`src/rtl/rf_pkg.sv`:
```
// Shared register-file definitions for the operand fetch slice: default sizes,
// the hard-wired zero register and the index/word types.
package rf_pkg;

   localparam int NREGS      = 32;
   localparam int XLEN       = 32;
   localparam int LOG2_NREGS = $clog2(NREGS);

   typedef logic [LOG2_NREGS-1:0] reg_idx_t;
   typedef logic [XLEN-1:0]       xword_t;

   localparam reg_idx_t ZERO_REG = '0;

endpackage

```
`src/rtl/reg_scoreboard.sv`:
```
// Per-register outstanding-write scoreboard with three busy lookups. A register
// is reported busy only if its pending write is not being retired this cycle.
module reg_scoreboard
   import rf_pkg::*;
#(
   parameter int nregs      = NREGS,
   parameter int log2_nregs = LOG2_NREGS
) (
   input  logic                  clk,
   input  logic                  reset,
   input  logic                  set_en,
   input  logic [log2_nregs-1:0] set_idx,
   input  logic                  clr_en,
   input  logic [log2_nregs-1:0] clr_idx,
   input  logic [log2_nregs-1:0] query_a,
   input  logic [log2_nregs-1:0] query_b,
   input  logic [log2_nregs-1:0] query_c,
   output logic                  busy_a,
   output logic                  busy_b,
   output logic                  busy_c
);

   logic [nregs-1:0] pending;
   logic [nregs-1:0] pending_next;

   function automatic logic lookup(input logic [nregs-1:0]      pend,
                                   input logic [log2_nregs-1:0] idx,
                                   input logic                  wb_en,
                                   input logic [log2_nregs-1:0] wb_idx);
      logic wb_hit;
      wb_hit = wb_en && (wb_idx == idx);
      return (idx != ZERO_REG) && pend[idx] && !wb_hit;
   endfunction

   assign busy_a = lookup(pending, query_a, clr_en, clr_idx);
   assign busy_b = lookup(pending, query_b, clr_en, clr_idx);
   assign busy_c = lookup(pending, query_c, clr_en, clr_idx);

   // The set is applied after the clear so a new producer stays outstanding
   // when the old one retires on the same edge.
   always_comb begin
      // NOTE: default every comb output first so no path leaves it unassigned (no latch).
      pending_next = pending;
      if (clr_en && clr_idx != ZERO_REG)
         pending_next[clr_idx] = 1'b0;
      if (set_en && set_idx != ZERO_REG)
         pending_next[set_idx] = 1'b1;
      pending_next[0] = 1'b0;
   end

   always_ff @(posedge clk) begin
      // NOTE: sequential state uses non-blocking assignments so every flop samples pre-edge values.
      if (reset)
         pending <= '0;
      else
         pending <= pending_next;
   end

endmodule

```
`src/rtl/operand_fetch_stage.sv`:
```
// Operand fetch: reads the register file, bypasses same-cycle writeback, stalls
// on RAW/WAW hazards and registers the operand bundle for execute.
module operand_fetch_stage
   import rf_pkg::*;
#(
   parameter int nregs      = NREGS,
   parameter int xlen       = XLEN,
   parameter int log2_nregs = $clog2(nregs)
) (
   input  logic                  clk,
   input  logic                  reset,
   input  logic                  in_valid,
   output logic                  in_ready,
   input  logic [log2_nregs-1:0] in_rs1,
   input  logic [log2_nregs-1:0] in_rs2,
   input  logic [log2_nregs-1:0] in_rd,
   input  logic                  in_rd_we,
   output logic [log2_nregs-1:0] rf_read_addr1,
   output logic [log2_nregs-1:0] rf_read_addr2,
   input  logic [xlen-1:0]       rf_read_data1,
   input  logic [xlen-1:0]       rf_read_data2,
   input  logic                  wb_valid,
   input  logic [log2_nregs-1:0] wb_addr,
   input  logic [xlen-1:0]       wb_data,
   output logic                  out_valid,
   input  logic                  out_ready,
   output logic [xlen-1:0]       out_rs1_data,
   output logic [xlen-1:0]       out_rs2_data,
   output logic [log2_nregs-1:0] out_rd,
   output logic                  out_rd_we
);

   logic            busy_rs1;
   logic            busy_rs2;
   logic            busy_rd;
   logic            hazard;
   logic            accept;
   logic            rd_writes;
   logic [xlen-1:0] operand1;
   logic [xlen-1:0] operand2;

   assign rf_read_addr1 = in_rs1;
   assign rf_read_addr2 = in_rs2;

   assign rd_writes = in_rd_we && (in_rd != ZERO_REG);

   reg_scoreboard #(
      .nregs      (nregs),
      .log2_nregs (log2_nregs)
   ) u_scoreboard (
      .clk     (clk),
      .reset   (reset),
      .set_en  (accept && rd_writes),
      .set_idx (in_rd),
      .clr_en  (wb_valid),
      .clr_idx (wb_addr),
      .query_a (in_rs1),
      .query_b (in_rs2),
      .query_c (in_rd),
      .busy_a  (busy_rs1),
      .busy_b  (busy_rs2),
      .busy_c  (busy_rd)
   );

   assign hazard   = in_valid && (busy_rs1 || busy_rs2 || (in_rd_we && busy_rd));
   assign in_ready = (!out_valid || out_ready) && !hazard;
   assign accept   = in_valid && in_ready;

   function automatic logic [xlen-1:0] select_operand(input logic [log2_nregs-1:0] rs,
                                                      input logic [xlen-1:0]       rf_data,
                                                      input logic                  wb_en,
                                                      input logic [log2_nregs-1:0] wb_idx,
                                                      input logic [xlen-1:0]       wb_value);
      if (rs == ZERO_REG)
         return '0;
      else if (wb_en && wb_idx == rs)
         return wb_value;
      else
         return rf_data;
   endfunction

   assign operand1 = select_operand(in_rs1, rf_read_data1, wb_valid, wb_addr, wb_data);
   assign operand2 = select_operand(in_rs2, rf_read_data2, wb_valid, wb_addr, wb_data);

   // Without an accept the bundle either holds (stalled downstream) or drains.
   always_ff @(posedge clk) begin
      if (reset) begin
         out_valid    <= 1'b0;
         out_rd_we    <= 1'b0;
         out_rd       <= '0;
         out_rs1_data <= '0;
         out_rs2_data <= '0;
      end else if (accept) begin
         out_valid    <= 1'b1;
         out_rd_we    <= rd_writes;
         out_rd       <= in_rd;
         out_rs1_data <= operand1;
         out_rs2_data <= operand2;
      end else if (out_ready) begin
         out_valid <= 1'b0;
      end
   end

endmodule

```
`config.mk`:
```
export PLATFORM = sky130hd
export DESIGN_NAME = operand_fetch_stage
export DESIGN_NICKNAME = d
export VERILOG_FILES = /design/src/rtl/rf_pkg.sv /design/src/rtl/reg_scoreboard.sv /design/src/rtl/operand_fetch_stage.sv
export SDC_FILE = /design/constraint.sdc
export NUM_CORES = 1
export LEC_CHECK = 0
export ABC_AREA = 0
export BUFFER_PORTS_ARGS = -buffer_cell sky130_fd_sc_hd__clkbuf_2
export CORE_MARGIN = 3
export CORE_UTILIZATION = 52
export DETAILED_ROUTE_END_ITERATION = 8
export MAX_ROUTING_LAYER = met4
export PLACE_DENSITY = 0.81
export SYNTH_ARGS = -nofsm -noshare
export SYNTH_HDL_FRONTEND = slang
export SYNTH_SLANG_ARGS = --single-unit
```
`constraint.sdc`:
```
create_clock -name clk -period 4.8 [get_ports clk]
set_input_delay 1.44 -clock clk [delete_from_list [all_inputs] [get_ports clk]]
set_output_delay 1.44 -clock clk [all_outputs]
set_load 0.005 [all_outputs]
```
==> results.md, run 1 <==
- Logic pwr share: 18.5%
- R2R Path Start: u_scoreboard.pending[2]$_SDFF_PP0_
- Largest net degree at the start of global routing: 74
- Die ar.: between 10000 and 15000 sq um
- Warnings, synthesis: 0
- Non-filler cells in the finished layout: 1025
- Post-Syn Area: approximately 6500 sq um
- Final setup fails: 0
- Chain of cells forming the critical path: clkbuf_2, mux4_2, mux2_2, or3_1, o2111ai_2, nand3_1, a21boi_1, clkbuf_2
- Vias in the first global route: roughly 5700
- Worst Max-Slew Pin Slew: approximately 730 ps
- First DRT Iteration DRCs: 352
- Synth top cells by count: dfxtp_1, nor2b_1, mux2i_1, nor2_1, mux2_2
- Critical path type: in -> out
- Final Cycle Share: between 90% and 100%
- Hold_ws: ~480 ps
- Via count: roughly 5900
- Largest cells by area after synthesis: dfxtp_1, mux2i_1, mux2_2, nor2b_1, mux4_2
- # rows: 40
- # DRC: 0
- Starting Density: 53.5%
- Mapped Nets: 808
- N_diodes: 0
- Max Cap Viol: 0
- HPWL after detailed placement: ~14000 um
- Count leader, synth: dfxtp_1
- Root buf cell: clkbuf_16
- GP Congestion: 0.993
- Die width: 118 um
- Drt via density: about 5.7
- Number of H-tree levels: 3
- Psw: about 550 uW
- Multi-input logic area: 4050 sq um
- Largest area contributor in the netlist: dfxtp_1
- Post-CTS Setup Bufs: 0
- Synth Flop Type: dfxtp_1
- DRT antenna net count: 0
- Final Hold Viols: 0
- Clk sink count: roughly 100
- Share of cells above drive strength 1: between 40% and 50%
- TNS Setup: 0 ps
- Outcome: finished clean
- Minimum clock period: roughly 4600 ps
- Post-synth EDFFs: 0
- GRT Total Usage: between 20% and 30%
- Unrepaired setup endpoints after global routing: no
- Sequential share of the synthesized area: 31.5%
- Wire per inst: roughly 19 um
- Antenna violations before repair: 0
- Die Ht: 118 um
- Path depth of the worst reg2reg path: 7
- Initial DRT Pass Iterations: 5
- Yosys reg bits: 102
- # hold bufs at CTS: 0
- Power per cell area: 268 nW/um^2
- Max clock buf depth: 2
- Flop pwr share: between 40% and 50%
- Syn Inst Count: around 690
- Later-pin clock latency in the skew report: between 300 and 400 ps
- Grt total ovfl: 0
- Clk network pwr share: approximately 39%
- # resized after CTS: 0
- Slew Limit Headroom: around 51%
- Area Growth Syn to Fin: 21.3%
- Critical Path Start Type: input port
- Cts bufs inserted: 9
- Most frequent CP cell: clkbuf_2
- CP Data Required Time: between 3000 and 4000 ps
- Pint: about 1.6 mW
- RR Endpoint: out_rs1_data[21]$_SDFFE_PP0P_
- FF/Latch Area: slightly above 2000 sq um
- Crit-path slowest cell: mux4_2
- Maximum vdd drop: 0.235 mV
- LEAKAGE: about 3.4 nW
- Max Freq: between 200 and 250 MHz
- Worst setup EP type: output pin
- CTS tree: done
- Ys async rst share: 0%
- Total power: about 2.1 mW
- # nets final: between 900 and 1000
- Worst hold path class: reg -> reg
- Switch share: around a quarter
- Critical path arrival: roughly 3200 ps
- Slowest cell delay on critical path: ~510 ps
- CP max FO: 4
- Yosys cell types: 46
- Final Skew: around 7 ps
- # IOs: ~200
- Clock Pin Slew Worst Setup and Hold Paths: ~70 ps
- DP Cell Count: between 1000 and 1500
- Total core area: about 12000 sq um
- Synth Area per Inst: around 9.4 sq um
- IO Port Bufs: between 200 and 250
- Final slew viol count: 0
- Worst Setup SP: in_rs1[0]
- Top-area cell type share of the netlist area: between 30% and 40%
- R2r setup slk: approximately 2000 ps
- First-pass GRT wire length: around 30000 um
- CP endpoint: in_ready
- Routed wire length: between 15000 and 20000 um
- Fillcell total: between 1000 and 1500
[cells by family after synthesis]
family,after synthesis,synth area share (%)
AO/OA/AOI/OAI,68,7.64
XOR/XNOR,15,2.03
buffers and inverters,73,6.18
flip-flops,102,31.5
multiplexers,168,30.7
AND/OR/NAND/NOR,260,21.9
[per-stage QoR]
step,util (%),worst slack [ps],instance area [sq um]
after floorplan,-,314,6480
after global placement,62.1,74.9,7520
after detailed placement,62.1,51.8,7520
after CTS,64.8,38.9,7850
after global routing,64.9,17.3,7870
final,64.9,152,7870
[placed cells by master (no fill, tap or decap), drive strengths merged, types with 18 or more instances in the layout]
| cell | netlist | routed |
|---|---|---|
| clkbuf | 39 | 213 |
| dfxtp | 102 | 102 |
| nor2b | 84 | 84 |
| mux2i | 82 | 82 |
| nor2 | 71 | 71 |
| mux2 | 68 | 68 |
| o21ai | 31 | 31 |
| buf | 32 | 25 |
| nand2 | 23 | 23 |
| nand3b | 22 | 22 |
| o41ai | 19 | 19 |
| mux4 | 18 | 18 |
[metal layers]
layer / wire length [um] / global-route usage [%]
met5: 0 / -
met4: 567 / 9.67
met3: 1390 / 6.30
met2: 9180 / 44.0
met1: 8090 / 34.6
[worst max-delay path: cells and delay by family]
| kind | cells | cell delay [ps] |
|---|---|---|
| multiplexers | 2 | 790 |
| buffers and inverters | 2 | 270 |
| AND/OR/NAND/NOR | 2 | 440 |
| AO/OA/AOI/OAI | 2 | 270 |
[registers in the layout, indices dropped and copies added (netlist names)]
| name | flops |
|---|---|
| u_scoreboard.pending | 31 |
| out_rs2_data | 32 |
| out_valid | 1 |
| out_rd | 5 |
| out_rd_we | 1 |
| out_rs1_data | 32 |
[worst min path at each step]
stage / from / cells past startpoint / slack, ps / endpoint
floorplan: out_rd[0]$_SDFFE_PP0P_ / 2 / 470 / out_rd[0]$_SDFFE_PP0P_
global placement: out_rd[3]$_SDFFE_PP0P_ / 2 / 470 / out_rd[3]$_SDFFE_PP0P_
detailed placement: out_rd[0]$_SDFFE_PP0P_ / 2 / 470 / out_rd[0]$_SDFFE_PP0P_
CTS: out_rd[3]$_SDFFE_PP0P_ / 2 / 480 / out_rd[3]$_SDFFE_PP0P_
global route: out_rd[3]$_SDFFE_PP0P_ / 2 / 520 / out_rd[3]$_SDFFE_PP0P_
finish: out_rd[1]$_SDFFE_PP0P_ / 2 / 480 / out_rd[1]$_SDFFE_PP0P_
[power by group through the flow]
| stage | clock network [mW] | logic [mW] | registers (mW) |
|---|---|---|---|
| after floorplan | 0 | 0.239 | 0.928 |
| after CTS | 0.823 | 0.389 | 0.908 |
| after global routing | 0.863 | 0.422 | 0.912 |
| after global placement | 0 | 0.382 | 0.925 |
| final | 0.813 | 0.391 | 0.908 |
| after detailed placement | 0 | 0.387 | 0.927 |
[area by class of cell]
cell class / instances / share of cell area, %
Timing Repair Buffer: 227 / 15.6
Tap cell: 168 / 2.67
Clock inverter: 4 / 0.986
Inverter: 2 / 0.0954
Multi-Input combinational cell: 511 / 51.5
Clock buffer: 11 / 3.21
Sequential cell: 102 / 26.0
No activity file was read; power rests on OpenSTA's default activity.
==> run 2: changes to the inputs <==
CORE_UTILIZATION = 53   (was 52)
CTS_BUF_LIST = sky130_fd_sc_hd__clkbuf_8   (was default)
CTS_CLUSTER_DIAMETER = 120   (was default)
PLACE_DENSITY = 0.82   (was 0.81)
clock period = 4.6 ns   (was 4.8 ns; I/O delays follow)
==> results.md, run 2 (synthesis results as in run 1) <==
- Slew Limit Headroom: 41.9% (-9.1 points)
- Drt via density: 5.76 (+0.60%)
- Pint: 1.33 mW (-15%)
- Outcome: finished clean
- N_diodes: 0 (unchanged)
- First-pass GRT wire length: 28000 um (-6.4%)
- Final Skew: 15.1 ps (+8.06 ps)
- Number of H-tree levels: 3 (unchanged)
- Hold endpoint: out_rd_we$_SDFFE_PP0P_
- Final Cycle Share: about 97%
- Psw: 567 uW (+3.0%)
- Worst hold start: out_rd_we$_SDFFE_PP0P_
- Final Hold Viols: 0 (unchanged)
- Crit-path slowest cell: mux4_2
- Routed wire length: 18500 um (-3.7%)
- Worst setup EP type: output pin
- CTS tree: done
- # hold bufs at CTS: 0 (unchanged)
- LEAKAGE: 3.35 nW (-1.2%)
- Share of cells above drive strength 1: 40.6% (+0.58 points)
- Vias in the first global route: 5339 (-5.7%)
- DRT antenna net count: 0 (unchanged)
- Most common cell after layout, fill and taps aside: clkbuf_2
- Multi-input logic area: 4060 sq um (+0.22%)
- GP Congestion: 1.04 (+4.6%)
- Fillcell total: 992 (-4.0%)
- Grt total ovfl: 0 (unchanged)
- Maximum vdd drop: 0.248 mV (+5.5%)
- Total power: 1.90 mW (-10%)
- Largest net degree at the start of global routing: 62 (-16%)
- Via count: 5788 (-1.4%)
- Worst Max-Slew Pin Slew: 871 ps (+137 ps)
- Non-filler cells in the finished layout: 1005 (-2.0%)
- Crit-path leading delay family: multiplexers
- DP Cell Count: 987 (-2.3%)
- Initial DRT Pass Iterations: 5 (unchanged)
- Power per cell area: 245 nW/um^2 (-8.7%)
- Die width: 117 um (-0.90%)
- IO Port Bufs: 203 (unchanged)
- # IOs: 204 (unchanged)
- Switch share: 29.9% (+3.8 points)
- Root buf cell: clkbuf_8
- Clk network pwr share: 28.4% (-10 points)
- Largest regs: out_rs1_data (32), out_rs2_data (32), u_scoreboard.pending (31)
- Worst hold path class: reg -> reg
- CP Data Required Time: 3220 ps (-140 ps)
- Max clock buf depth: 2 (unchanged)
- HPWL after detailed placement: 13600 um (-2.4%)
- Hold_ws: 485 ps (+7.68 ps)
- RR Endpoint: out_rs1_data[17]$_SDFFE_PP0P_
- Logic pwr share: 21.8% (+3.3 points)
- Clock Pin Slew Worst Setup and Hold Paths: 100 ps (+30 ps)
- FF/Latch Area: 2040 sq um (unchanged)
- Starting Density: 55.6% (+2.1 points)
- Wire per inst: 18.4 um (-1.8%)
- Later-pin clock latency in the skew report: 380 ps (+30 ps)
- Max Cap Viol: 0 (unchanged)
- R2r setup slk: 1780 ps (-240 ps)
- CP max FO: 4 (unchanged)
- Chain of cells forming the critical path: clkbuf_4, mux4_2, mux2_2, or3_1, o2111ai_2, nand3_2, a21boi_2, buf_2
- First DRT Iteration DRCs: 464 (+32%)
- Total core area: 11700 sq um (-3.7%)
- GRT Total Usage: 27.1% (-0.46 points)
- Critical Path Start Type: input port
- # nets final: 979 (+0.41%)
- Unrepaired setup endpoints after global routing: no
- Clk sink count: 102 (unchanged)
- Flop pwr share: 49.8% (+6.8 points)
- Worst path buffer plus inverter count: 2 (unchanged)
- Final setup fails: 0 (unchanged)
- Cts bufs inserted: 9 (unchanged)
- Critical path arrival: 3100 ps (-110 ps)
- # DRC: 0 (unchanged)
- Path depth of the worst reg2reg path: 8 (+1)
- Slowest cell delay on critical path: 500 ps (about the same)
- Minimum clock period: ~4500 ps
- Area Growth Syn to Fin: 19.5%
- Critical path type: in -> out
- Most frequent cells in the layout: clkbuf_2, dfxtp_1, nor2b_1
- Max Freq: 223 MHz
- Antenna violations before repair: 0 (unchanged)
- R2R Path Start: u_scoreboard.pending[9]$_SDFF_PP0_
- Die ar.: 13600 sq um (-1.8%)
- # rows: 39 (-2.5%)
- Hold Path Depth: 2 (unchanged)
- Final slew viol count: 0 (unchanged)
- Die Ht: 117 um (-0.90%)
run 2: worst max path at each step:
stage,start,slack [ps],to,depth (start not counted)
3_5_place_dp,in_rd[0],-40,in_ready,9
6_report,in_rs1[0],120,in_ready,8
3_3_place_gp,in_rd[0],7,in_ready,9
5_1_grt,in_rd[0],7,in_ready,9
4_1_cts,in_rs1[0],5,in_ready,8
2_1_floorplan,in_rs1[1],230,in_ready,7
run 2: power groups by stage:
stage                     sequential, mW  combinational, mW  clock (mW)
after floorplan                    0.969              0.249           0
after global placement             0.965              0.402           0
after detailed placement           0.966              0.406           0
after CTS                          0.946              0.409       0.553
after global routing               0.952              0.451       0.585
final                              0.946              0.413       0.540
run 2: layout make-up:
| class | instances | area share (%) |
|---|---|---|
| clock inverters | 7 | 0.711 |
| repair buffers | 231 | 16.5 |
| flip-flops and latches | 102 | 26.4 |
| well taps | 143 | 2.31 |
| inverters | 2 | 0.0969 |
| multi-input cells | 511 | 52.4 |
| clock buffers | 9 | 1.60 |
run 2: metal layers:
layer	wire length, um	up-vias	GRT usage (%)
li1	-	2758	-
met3	1510	41	6.53
met4	483	0	9.40
met1	7680	2728	34.4
met2	8820	261	42.4
met5	0	-	-
run 2: worst register-to-register path, delay by kind of cell, from the launching register on:
| family | cells | cell delay, ps |
|---|---|---|
| mux | 3 | 930 |
| buf+inv | 2 | 570 |
| flops | 1 | 470 |
| compound gates | 1 | 380 |
| simple gates | 2 | 360 |
run 2: what timing repair did:
item / CTS / global route
resized for setup: 2 / 12
pin swaps: 0 / 5
setup endpoints to repair: 1 / 1
setup buffers: 0 / 2
gates cloned: 0 / 0
run 2: stage by stage:
step / setup slack, ps / TNS (ps) / area [sq um] / utilization (%)
after CTS: 5.20 / 0 / 7700 / 66.0
after global placement: 6.71 / 0 / 7520 / 64.5
after floorplan: 234 / 0 / 6480 / -
after detailed placement: -35.8 / -35.8 / 7520 / 64.5
after global routing: 7.27 / 0 / 7750 / 66.4
final: 121 / 0 / 7750 / 66.4
==> run 3: changes to the inputs <==
CORE_MARGIN = 5   (was 3)
CORE_UTILIZATION = 52   (was 53)
PLACE_DENSITY = 0.84   (was 0.82)
SYNTH_HIERARCHICAL = 1   (was default)
clock period = 4.5 ns   (was 4.6 ns; I/O delays follow)
==> results.md, run 3 <==
- Final WS setup: -113 ps (-234 ps)
- Grt total ovfl: 0 (unchanged)
- CP max FO: 5 (+1)
- Die Ht: 113 um (-2.8%)
- CP Data Required Time: 3150 ps (-70 ps)
- # rows: 37 (-5.1%)
- Mapped Nets: 728 (-9.9%)
- RR Endpoint: u_scoreboard/pending[1]$_SDFF_PP0_
- Vias in the first global route: 5609 (+5.1%)
- Later-pin clock latency in the skew report: 370 ps (about the same)
- Clk sink count: 102 (unchanged)
- Antenna violations before repair: 1 (+1)
- IO Port Bufs: 203 (unchanged)
- # nets final: 918 (-6.2%)
- Outcome: finished with violations
- Path depth of the worst reg2reg path: 12 (+4)
- Routed wire length: 18300 um (-1.3%)
- Multi-input logic area: 3140 sq um (-23%)
- Unrepaired setup endpoints after global routing: yes
- Yosys cell types: 42 (-8.7%)
- # DRC: 0 (unchanged)
- # hold bufs at CTS: 0 (unchanged)
- Total core area: 10400 sq um (-11%)
- Non-filler cells in the finished layout: 938 (-6.7%)
- Sequential share of the synthesized area: 36.8% (+5.3 points)
- Post-route cell area: 6850 sq um (-12%)
- CP endpoint: in_ready
- XOR/XNOR Fraction of Synth Area: 3.95% (+1.9 points)
- Area Growth Syn to Fin: 23.5%
- Max clock buf depth: 2 (unchanged)
- Minimum clock period: 4610 ps
- R2r setup slk: 1210 ps (-570 ps)
- Final Hold Viols: 0 (unchanged)
- Post-synthesis mux area share: 22.3% (-8.4 points)
- FF/Latch Area: 2040 sq um (unchanged)
- Power per cell area: 286 nW/um^2 (+17%)
- Top-area cell type share of the netlist area: 36.8% (+5.3 points)
- Synth Area per Inst: 9.15 sq um (-3.1%)
- Synth Flop Type: dfxtp_1
- HPWL after detailed placement: 14100 um (+3.6%)
- Worst Max-Slew Pin Slew: 1130 ps (+254 ps)
- Simple-gate area share of the yosys netlist: 14.1% (-7.8 points)
- GP Congestion: 1.00 (-3.5%)
- Warnings, synthesis: 6 (+6)
- DRT antenna net count: 0 (unchanged)
- First-pass GRT wire length: 28700 um (+2.7%)
- Count leader, synth: nand2_1
- Largest cells by area after synthesis: dfxtp_1, mux2i_1, nand2_1, mux4_2, o21ai_1
- Synth top cells by count: nand2_1, dfxtp_1, mux2i_1, o21ai_1, a21oi_1
- Dpl cell area: 6620 sq um (-12%)
- Largest regs: out_rs1_data (32), out_rs2_data (32), u_scoreboard/pending (31)
- Worst path buffer plus inverter count: 2 (unchanged)
- GRT Total Usage: 28.9% (+1.8 points)
- Initial DRT Pass Iterations: 5 (unchanged)
- Compound-cell area share of the yosys netlist: 16.0% (+8.3 points)
- Wire per inst: 19.5 um (+5.7%)
- Critical path depth in cells: 8 (unchanged)
- Most frequent cells in the layout: clkbuf_2, nand2_1, dfxtp_1
- Crit-path slowest cell: mux4_2
- Critical path type: in -> out
- Largest net degree at the start of global routing: 43 (-31%)
- Number of H-tree levels: 3 (unchanged)
- Final Cycle Share: 103%
- Die ar.: 12800 sq um (-5.6%)
- CTS tree: done
- Main combinational cell family by area after synthesis: multiplexers
- Die width: 113 um (-2.8%)
- Starting Density: 53.5% (-2.1 points)
- Final slew viol count: 0 (unchanged)
- Yosys reg bits: 102 (unchanged)
- R2R Path Start: u_scoreboard/pending[23]$_SDFF_PP0_
- Adder-Cell Fraction of Synth Area: 0% (unchanged)
- Via count: 5489 (-5.2%)
- LEAKAGE: 2.83 nW (-15%)
- Clock Pin Slew Worst Setup and Hold Paths: 100 ps (about the same)
- Most common cell after layout, fill and taps aside: clkbuf_2
- Critical Path Start Type: input port
- Violated checks: negative setup slack
- Critical path arrival: 3260 ps (+160 ps)
- Max Cap Viol: 0 (unchanged)
- Worst setup EP type: output pin
- DP Worst Slack: -224 ps (-188 ps)
- Slew Limit Headroom: 24.7% (-17 points)
- Fillcell total: 862 (-13%)
- Ys async rst share: 0% (unchanged)
- First DRT Iteration DRCs: 495 (+6.7%)
- # IOs: 204 (unchanged)
- Post-synth EDFFs: 0 (unchanged)
- Worst hold path class: reg -> reg
- Share of cells above drive strength 1: 35.8% (-4.8 points)
- Post-Syn Area: 5550 sq um (-14%)
- Drt via density: 5.85 (+1.6%)
- Final setup fails: 1 (+1)
- Largest area contributor in the netlist: dfxtp_1
- DP Cell Count: 921 (-6.7%)
- Slowest cell delay on critical path: 480 ps (-20 ps)
- Crit-path leading delay family: multiplexers
- Final Skew: 20.7 ps (+5.55 ps)
- Chain of cells forming the critical path: clkbuf_16, mux4_2, mux4_2, and3_1, a31o_1, a211oi_4, o21a_1, buf_2
- Maximum vdd drop: 0.153 mV (-38%)
- Syn Inst Count: 606 (-12%)
- Cts bufs inserted: 9 (unchanged)
- Root buf cell: clkbuf_8
- Max Freq: approximately 220 MHz
- Worst Setup SP: in_rs2[0]
- Most frequent CP cell: mux4_2
- Total power: 1.96 mW (+3.3%)
-- run 3: kinds of logic (layout without fill, tap and decap cells) --
family	count (synthesis)	in the layout
AND/OR/NAND/NOR	170	170
AO/OA/AOI/OAI	153	153
other	0	1
buffers and inverters	55	250
flip-flops	102	102
XOR/XNOR	25	25
multiplexers	101	101
-- run 3: timing repair --
action                     4_1_cts  5_1_grt
gates resized for setup          6        1
pin swaps                        2        1
setup buffers                    0        0
setup endpoints to repair        1        1
-- run 3: per-stage QoR --
| stage | TNS [ps] | hold slack [ps] | utilization (%) |
|---|---|---|---|
| 5_1_grt | -172 | 478 | 66.1 |
| 2_1_floorplan | 0 | 445 | - |
| 4_1_cts | -177 | 455 | 66.1 |
| 3_3_place_gp | -199 | 433 | 63.8 |
| 3_5_place_dp | -224 | 441 | 63.8 |
| 6_report | -113 | 455 | 66.1 |
-- run 3: worst min path at each step --
stage | cells past startpoint | startpoint | to
floorplan | 2 | out_rs1_data[0]$_SDFFE_PP0P_ | out_rs1_data[0]$_SDFFE_PP0P_
global placement | 2 | out_rs1_data[26]$_SDFFE_PP0P_ | out_rs1_data[26]$_SDFFE_PP0P_
detailed placement | 2 | out_rs1_data[23]$_SDFFE_PP0P_ | out_rs1_data[23]$_SDFFE_PP0P_
CTS | 2 | out_rs2_data[10]$_SDFFE_PP0P_ | out_rs2_data[10]$_SDFFE_PP0P_
global route | 2 | out_rs1_data[0]$_SDFFE_PP0P_ | out_rs1_data[0]$_SDFFE_PP0P_
finish | 2 | out_rs2_data[25]$_SDFFE_PP0P_ | out_rs2_data[25]$_SDFFE_PP0P_
-- run 3: worst min-delay path, delay by kind of cell, from the launching register on --
kind               cells  cell delay, ps
DFF                    1             320
and+or+nand+nor        1              50
AOI/OAI and AO/OA      1              50
-- run 3: where the power goes --
group / internal, mW / switching (mW)
Clock: 0.277 / 0.329
Sequential: 0.949 / 0.0259
Combinational: 0.171 / 0.210
Total: 1.40 / 0.565
-- run 3: layout make-up --
class	instances	area share (%)
timing repair buffer	232	18.8
clock inverter	6	0.986
sequential	102	29.8
antenna	1	0.0365
clock buffer	10	2.01
multi-input combinational	449	45.7
tap	136	2.48
inverter	2	0.110
-- run 3: layer usage --
layer,GRT usage (%),routed length (um),vias to the layer above
met4,13.2,703,0
li1,-,-,2525
met5,-,0,-
met1,34.5,7060,2599
met3,6.42,1730,56
met2,46.6,8770,309
